==> src/rtl/bit_field_changer.sv <==
// bit_field_changer: applies toggle/set/clear/test to a contiguous bit field
// of an N-bit operand, one bit per clock, behind valid/ready handshakes.
// An illegal start index or field length returns o_ERR=1 with o_out=0.
module bit_field_changer #(
  parameter int N  = 8,
  parameter int LW = $clog2(N) + 1
) (
  input  logic          i_clk,
  input  logic          i_rst,
  input  logic          i_valid,
  output logic          o_ready,
  input  logic [N-1:0]  i_a,
  input  logic [N-1:0]  i_b,
  input  logic [LW-1:0] i_len,
  input  logic [1:0]    i_mode,
  output logic          o_valid,
  input  logic          i_ready,
  output logic [N-1:0]  o_out,
  output logic          o_any,
  output logic          o_ERR
);

  // Pointer width covers indices 0..N-1.
  localparam int PW = (N > 1) ? $clog2(N) : 1;
  // Range-check width: one bit wider than the wider of modulus and length,
  // so start + length can never wrap.
  localparam int SW = (((N - 1) > LW) ? (N - 1) : LW) + 1;
  localparam logic [SW-1:0] N_W = SW'(N);

  typedef enum logic [1:0] {
    IDLE = 2'd0,
    RUN  = 2'd1,
    DONE = 2'd2
  } state_t;

  typedef enum logic [1:0] {
    M_TOGGLE = 2'b00,
    M_SET    = 2'b01,
    M_CLEAR  = 2'b10,
    M_TEST   = 2'b11
  } mode_t;

  state_t         state;
  mode_t          mode;
  logic [PW-1:0]  ptr;
  logic [LW-1:0]  rem;
  logic [N-1:0]   work;
  logic [N-1:0]   work_next;

  logic [SW-1:0]  mod_ext;
  logic [SW-1:0]  len_ext;
  logic [SW-1:0]  end_ext;
  logic           req_err;
  logic           last;

  // Ready depends on state only, so it never combinationally follows i_valid.
  assign o_ready = (state == IDLE);

  // Legality of the incoming request: sign set, start out of range,
  // empty field, or field running past bit N-1.
  always_comb begin
    mod_ext = SW'(i_b[N-2:0]);
    len_ext = SW'(i_len);
    end_ext = mod_ext + len_ext;
    req_err = i_b[N-1] | (mod_ext >= N_W) | (i_len == '0) | (end_ext > N_W);
  end

  // Working register with the current bit rewritten according to the mode.
  always_comb begin
    // NOTE: default assignment first so every path drives work_next and no latch is inferred.
    work_next = work;
    case (mode)
      M_TOGGLE: work_next[ptr] = ~work[ptr];
      M_SET:    work_next[ptr] = 1'b1;
      M_CLEAR:  work_next[ptr] = 1'b0;
      default:  work_next[ptr] = work[ptr];
    endcase
  end

  // The bit processed this cycle is the last one of the field.
  assign last = (rem == LW'(1));

  // Control FSM and datapath; all outputs are registered.
  always_ff @(posedge i_clk or negedge i_rst) begin
    if (!i_rst) begin
      state   <= IDLE;
      mode    <= M_TOGGLE;
      ptr     <= '0;
      rem     <= '0;
      work    <= '0;
      o_valid <= 1'b0;
      o_out   <= '0;
      o_any   <= 1'b0;
      o_ERR   <= 1'b0;
    end else begin
      // NOTE: non-blocking assignments so every register samples pre-edge values.
      case (state)
        IDLE: begin
          if (i_valid) begin
            mode  <= mode_t'(i_mode);
            ptr   <= PW'(i_b[N-2:0]);
            rem   <= i_len;
            work  <= i_a;
            o_any <= 1'b0;
            if (req_err) begin
              state   <= DONE;
              o_out   <= '0;
              o_ERR   <= 1'b1;
              o_valid <= 1'b1;
            end else begin
              state <= RUN;
              o_ERR <= 1'b0;
            end
          end
        end

        RUN: begin
          work <= work_next;
          ptr  <= ptr + PW'(1);
          rem  <= rem - LW'(1);
          if (mode == M_TEST) begin
            o_any <= o_any | work[ptr];
          end
          if (last) begin
            state   <= DONE;
            o_out   <= work_next;
            o_valid <= 1'b1;
          end
        end

        DONE: begin
          if (i_ready) begin
            o_valid <= 1'b0;
            state   <= IDLE;
          end
        end

        default: begin
          state <= IDLE;
        end
      endcase
    end
  end

endmodule
==> config.mk <==
export PLATFORM = sky130hd
export DESIGN_NAME = bit_field_changer
export DESIGN_NICKNAME = d
export VERILOG_FILES = /design/src/rtl/bit_field_changer.sv
export SDC_FILE = /design/constraint.sdc
export NUM_CORES = 1
export LEC_CHECK = 0
export ABC_AREA = 0
export BUFFER_PORTS_ARGS = -buffer_cell sky130_fd_sc_hd__buf_2
export CAP_MARGIN = 20
export CORE_MARGIN = 2
export CORE_UTILIZATION = 59
export DETAILED_ROUTE_END_ITERATION = 6
export MAX_ROUTING_LAYER = met4
export PLACE_DENSITY_LB_ADDON = 0.3
export SETUP_SLACK_MARGIN = 0.5
export SYNTH_ARGS = -nofsm -noshare
export SYNTH_HDL_FRONTEND = slang
export SYNTH_SLANG_ARGS = --single-unit
==> constraint.sdc <==
create_clock -name i_clk -period 3.41 [get_ports i_clk]
set_input_delay 0.341 -clock i_clk [delete_from_list [all_inputs] [get_ports i_clk]]
set_output_delay 0.341 -clock i_clk [all_outputs]
set_load 0.005 [all_outputs]
# After elaboration in Yosys (flattened, before gate mapping)
# Index checks and enable logic that the tools add are counted.
# op_classes
order_cmp	4
addsub	3
n_eq_ne	11
bitwise_logic	8
muxes	31
n_shift	0
div	0
n_reduce_logical	12
mul	0
# op_table
cell	count
$mux W8	4
$pmux W8 S2	2
$pmux W8 S3	1
$bwmux W8	2
$mux W1	9
$add A7 B4 Y8	1
$and A8 B8 Y8	1
$gt A8 B4 Y1 const B	1
$mux W2	4
$ne A2 B2 Y1 const B	4
$not A8 Y8	1
$or A8 B8 Y8	1
$pmux W4 S2	1
$ge A7 B4 Y1 const B	1
$eq A2 B2 Y1 const B	3
$pmux W2 S3	1
$pmux W3 S2	1
$reduce_and A3 Y1	2
$reduce_and A5 Y1	1
$eq A2 B1 Y1 const B	2
$eq A4 B1 Y1 const B	1
$logic_not A2 Y1	2
$logic_not A4 Y1	1
$lt A3 B4 Y1 const B	1
17 further kinds	21
# totals
output_inout_bits	12
n_memories	0
latchBits	0
ff_bits	30
mem_bits_rw	0
input_bits	26
word_cells	78
romBits	0

# Depth between registers and ports, before layout
# depth
ltp_word	9
depth_mapped	8
ltp_nobuf	8

# Worst setup path before layout
# No wires, ideal clock.
# synth_path
path_kind	in2reg
startpoint	input port i_b[0]
endpoint	register o_out[1]
t_required_ps	3285
setup_time_ps	125
arrival_time_ps	2122
slack_ps	1163
stages	8
path_buffers	0
path_cell_list	ha_1 > inv_1 > fa_1 > xor2_1 > a32o_1 > o311ai_4 > nand2_4 > mux2_2
# synth_via
elab_chain_cells	6
word_cells_on_any_way	8
cone_classes	1 x add/sub; 2 x order compare; 1 x eq/ne; 3 x bitwise; 1 x reduce/logical
# synth_rtl
element	line_no	source
start: declaration	13	input logic [N-1:0] i_b,
parallel branches: the longest is 3 deep, another holds $add A7 B4 Y8	-	
$or A1 B1 Y1 *	65	req_err = i_b[N-1] | (mod_ext >= N_W) | (i_len == '0) | (end_ext > N_W);
$ne A2 B1 Y1 (no source line) *	-	
$reduce_and A4 Y1 (no source line) *	-	
end signal: assignment	126	o_out <= work_next;
end: declaration	18	output logic [N-1:0] o_out,
# Mark *: on every way between the ends.
# A chain may end at the register's enable or synchronous reset.

# Worst setup path in the final report
# layout_path
startpoint	register ptr[0]
endpoint	register work[4]
# layout_via
elab_chain_cells	8
word_cells_on_any_way	15
cone_classes	2 x order compare; 8 x mux; 4 x bitwise; 1 x reduce/logical
# layout_rtl
element	line_no	source
start: declaration	45	logic [PW-1:0] ptr;
start signal: assignment	101	ptr <= PW'(i_b[N-2:0]);
start signal: assignment	119	ptr <= ptr + PW'(1);
$lt A3 B4 Y1 (implied by the code) or $ge A3 B1 Y1 (tied branches)	-	
$logic_and A1 B1 Y1 (implied by the code)	-	
$mux W1 (implied by the code)	-	
$demux W1 S3	-	
$not A8 Y8 (no source line)	-	
$and A8 B8 Y8 (no source line)	-	
$pmux W8 S3 *	72	case (mode)
$pmux W8 S2 *	97	case (state)
end signal: assignment	103	work <= i_a;
end signal: assignment	118	work <= work_next;
end: declaration	47	logic [N-1:0] work;
# Mark *: on every way between the ends. The rest lies on a longest branch, timed or not. The select of a mux whose other input is x is not followed.

==> impl_metrics.env <==
export IMPL_status="finished, final reports clean"
export IMPL_fin_crit_sh_pct=73.0
export IMPL_port_buffers=37
export IMPL_leakagePower_nw=1.03
export IMPL_ys_ff_latch=30
export IMPL_r2r_start="ptr[0]$_DFFE_PN0P_"
export IMPL_crit_required_ns=3.61
export IMPL_drive_above_1_share_pct=24.1
export IMPL_dieArea_um2=3830
export IMPL_path_class="reg2reg"
export IMPL_crit_start="ptr[0]$_DFFE_PN0P_"
export IMPL_synthMuxAreaShare_pct=9.23
export IMPL_gp_congestion=0.937
export IMPL_finalMaxSlewViolations=0
export IMPL_cts_resized=0
export IMPL_io_pins=38
export IMPL_die_w_um=61.9
export IMPL_synth_edf_count=0
export IMPL_synth_top_area_share_pct=37.9
export IMPL_core_rowCount=21
export IMPL_avgRoutedWirePerCell_um=15.2
export IMPL_ys_seq_area_share_pct=37.9
export IMPL_ant_nets=0
export IMPL_crit_path_max_fanout=17
export IMPL_rsz0062_at_grt="no"
export IMPL_area_growth_pct=14.0
export IMPL_synth_compound_area_share_pct=23.6
export IMPL_routed_wirelength_mm=4.53
export IMPL_final_cell_mix="37 x buf_2, 30 x dfrtp_1, 22 x a21oi_1, 18 x nor2_1"
export IMPL_cap_violations=0
export IMPL_synth_xor_area_share_pct=1.33
export IMPL_syn_area_um2=1980
export IMPL_r2r_worst_path_cells=5
export IMPL_endpoint="work[4]$_DFFE_PN0P_"
export IMPL_synthFlopType="dfrtp_1"
export IMPL_grt_total_usage_pct=28.0
export IMPL_hold_path_class="in2async"
export IMPL_finalSetupViolations=0
export IMPL_syn_inst=218
export IMPL_grt_pass1_wl_mm=7.48
export IMPL_grt_max_degree=31
export IMPL_pre_cts_ws_ns=0.854
export IMPL_route_detailed_drc=0
export IMPL_setup_slack_ns=0.922
export IMPL_vias=1773
export IMPL_synth_area_leaders="dfrtp_1 38%, a21oi_1 5.6%, mux2i_1 4.6%, ha_1 4.4%, o21ai_0 4.3%"
export IMPL_worstSetupStartpointType="flop"
export IMPL_insertedDiodeCount=0
export IMPL_layout_commonest_cell="buf_2"
export IMPL_totalNegativeSetupSlack_ns=0
export IMPL_worstMarginPinSlew_ns=0.732
export IMPL_arrival_ns=2.69
export IMPL_fin_crit_ns=2.49
export IMPL_cts_tree="done"
export IMPL_cts_hold_buf=0
export IMPL_synthArstFlopShare_pct=100
export IMPL_synth_simple_gate_area_share_pct=16.9
export IMPL_ys_warn_count=0
export IMPL_via_per_inst=5.93
export IMPL_synth_fa_ha_area_share_pct=5.44
export IMPL_root_buffer="clkbuf_4"
export IMPL_firstDrtPassIters=4
export IMPL_drt_iter0_markers=141
export IMPL_h_tree_depth=2
export IMPL_numCtsBuffers=5
export IMPL_postSynthAreaPerCell_um2=9.08
export IMPL_power_density_nw_per_um2=505
export IMPL_hpwl_mm=3.32
export IMPL_clock_path_buffers=2
export IMPL_vdd_ir_drop_worst_mv=0.261
export IMPL_slew_headroom_pct=51.2
export IMPL_synth_top_family_by_area="compound AO/OA/AOI/OAI gates"
export IMPL_fin_util_pct=68.7
export IMPL_overflow=0
export IMPL_path_clk_slew_ns=0.10
export IMPL_max_freq_mhz=402
export IMPL_nNetsFinal=287
export IMPL_timing_rr_end="work[4]$_DFFE_PN0P_"
export IMPL_antenna_found_initial=0
export IMPL_r2r_setup_slack_ns=0.92
export IMPL_cts_sinks=30
export IMPL_ys_types=49
export IMPL_fin_skew_ns=0.00811
export IMPL_nFillCells=268
export IMPL_hold_viol_final=0
export IMPL_yosysTopAreaCell="dfrtp_1"
export IMPL_critPathCaptureType="flop"
export IMPL_post_cts_buffers=0
export IMPL_power_mw=1.14
export IMPL_start_util_pct=60.3
export IMPL_clk_latency_ns=0.34
export IMPL_die_h_um=61.9
export IMPL_grt_pass1_vias=1616
export IMPL_syn_nets=252
export IMPL_core_um2=3280
export IMPL_fin_hold_ws_ns=0.0244
## how the worst min path moves through the flow
stage / from / endpoint / slack (ns) / cells past startpoint
6_report: i_rst / ptr[0]$_DFFE_PN0P_ / 0.02 / 1
5_1_grt: i_rst / ptr[0]$_DFFE_PN0P_ / 0.06 / 1
4_1_cts: i_rst / work[2]$_DFFE_PN0P_ / 0.04 / 1
3_5_place_dp: i_rst / work[5]$_DFFE_PN0P_ / 0.41 / 1
3_3_place_gp: i_rst / work[1]$_DFFE_PN0P_ / 0.41 / 1
2_1_floorplan: i_rst / mode[0]$_DFFE_PN0P_ / 0.05 / 0
## power by group
part	leakage [nW]	switching [mW]	internal, mW	total (mW)
registers	0.367	0.0860	0.414	0.500
clock network	0.0443	0.123	0.171	0.294
logic	0.621	0.192	0.154	0.346
total	1.03	0.401	0.739	1.14
## registers in the layout, indices dropped and copies added, names as in the netlist
signal and cells:
state 2, mode 2, o_any 1, rem 4, ptr 3, o_ERR 1
work 8, o_valid 1, o_out 8
## per-stage QoR
step           instance area (um^2)  instances
6_report                       2260        299
5_1_grt                        2260        299
4_1_cts                        2260        299
3_5_place_dp                   2180        292
3_3_place_gp                   2180        292
2_1_floorplan                  1980        218
## synth_stat cells (all sizes together), types with 4 or more instances
master	number
o31ai	4
o21ai	19
nand2	18
clkbuf	7
nand2b	4
nor2	18
dfrtp	30
nor3b	4
a31oi	6
buf	4
mux2	7
a21oi	22
inv	13
nand3	4
ha	7
mux2i	10
o22ai	6
nor3	4
## cell type report
cell class / instances / area [um^2] / share of cell area (%)
clock buffers: 6 / 51.3 / 2.27
clock inverters: 1 / 30.0 / 1.33
inverters: 13 / 48.8 / 2.16
multi-input cells: 164 / 1120 / 49.6
flip-flops and latches: 30 / 751 / 33.3
well taps: 46 / 57.6 / 2.55
repair buffers: 39 / 200 / 8.87
## worst max-delay path, stage by stage (launching register included)
cell and delay [ns]:
dfrtp_1 0.71, mux2_2 0.39, o22ai_1 0.15, a221o_1 0.45
mux2i_2 0.51, a31oi_1 0.14
## cells by family after synthesis
logic type | Yosys count
AOI/OAI and AO/OA | 73
xor gates and xnor gates | 3
adders and majority gates | 8
buffers and inverters | 24
DFF | 30
muxes | 17
and+or+nand+nor | 63
## layer usage
| layer | global-route usage, % | up-vias | wire (um) |
|---|---|---|---|
| met5 | - | - | 0 |
| met4 | 9.12 | 0 | 86 |
| met3 | 6.63 | 8 | 260 |
| met2 | 46.3 | 71 | 2260 |
| met1 | 33.6 | 831 | 1930 |
| li1 | - | 863 | - |
(Power assumes the default switching activity.)
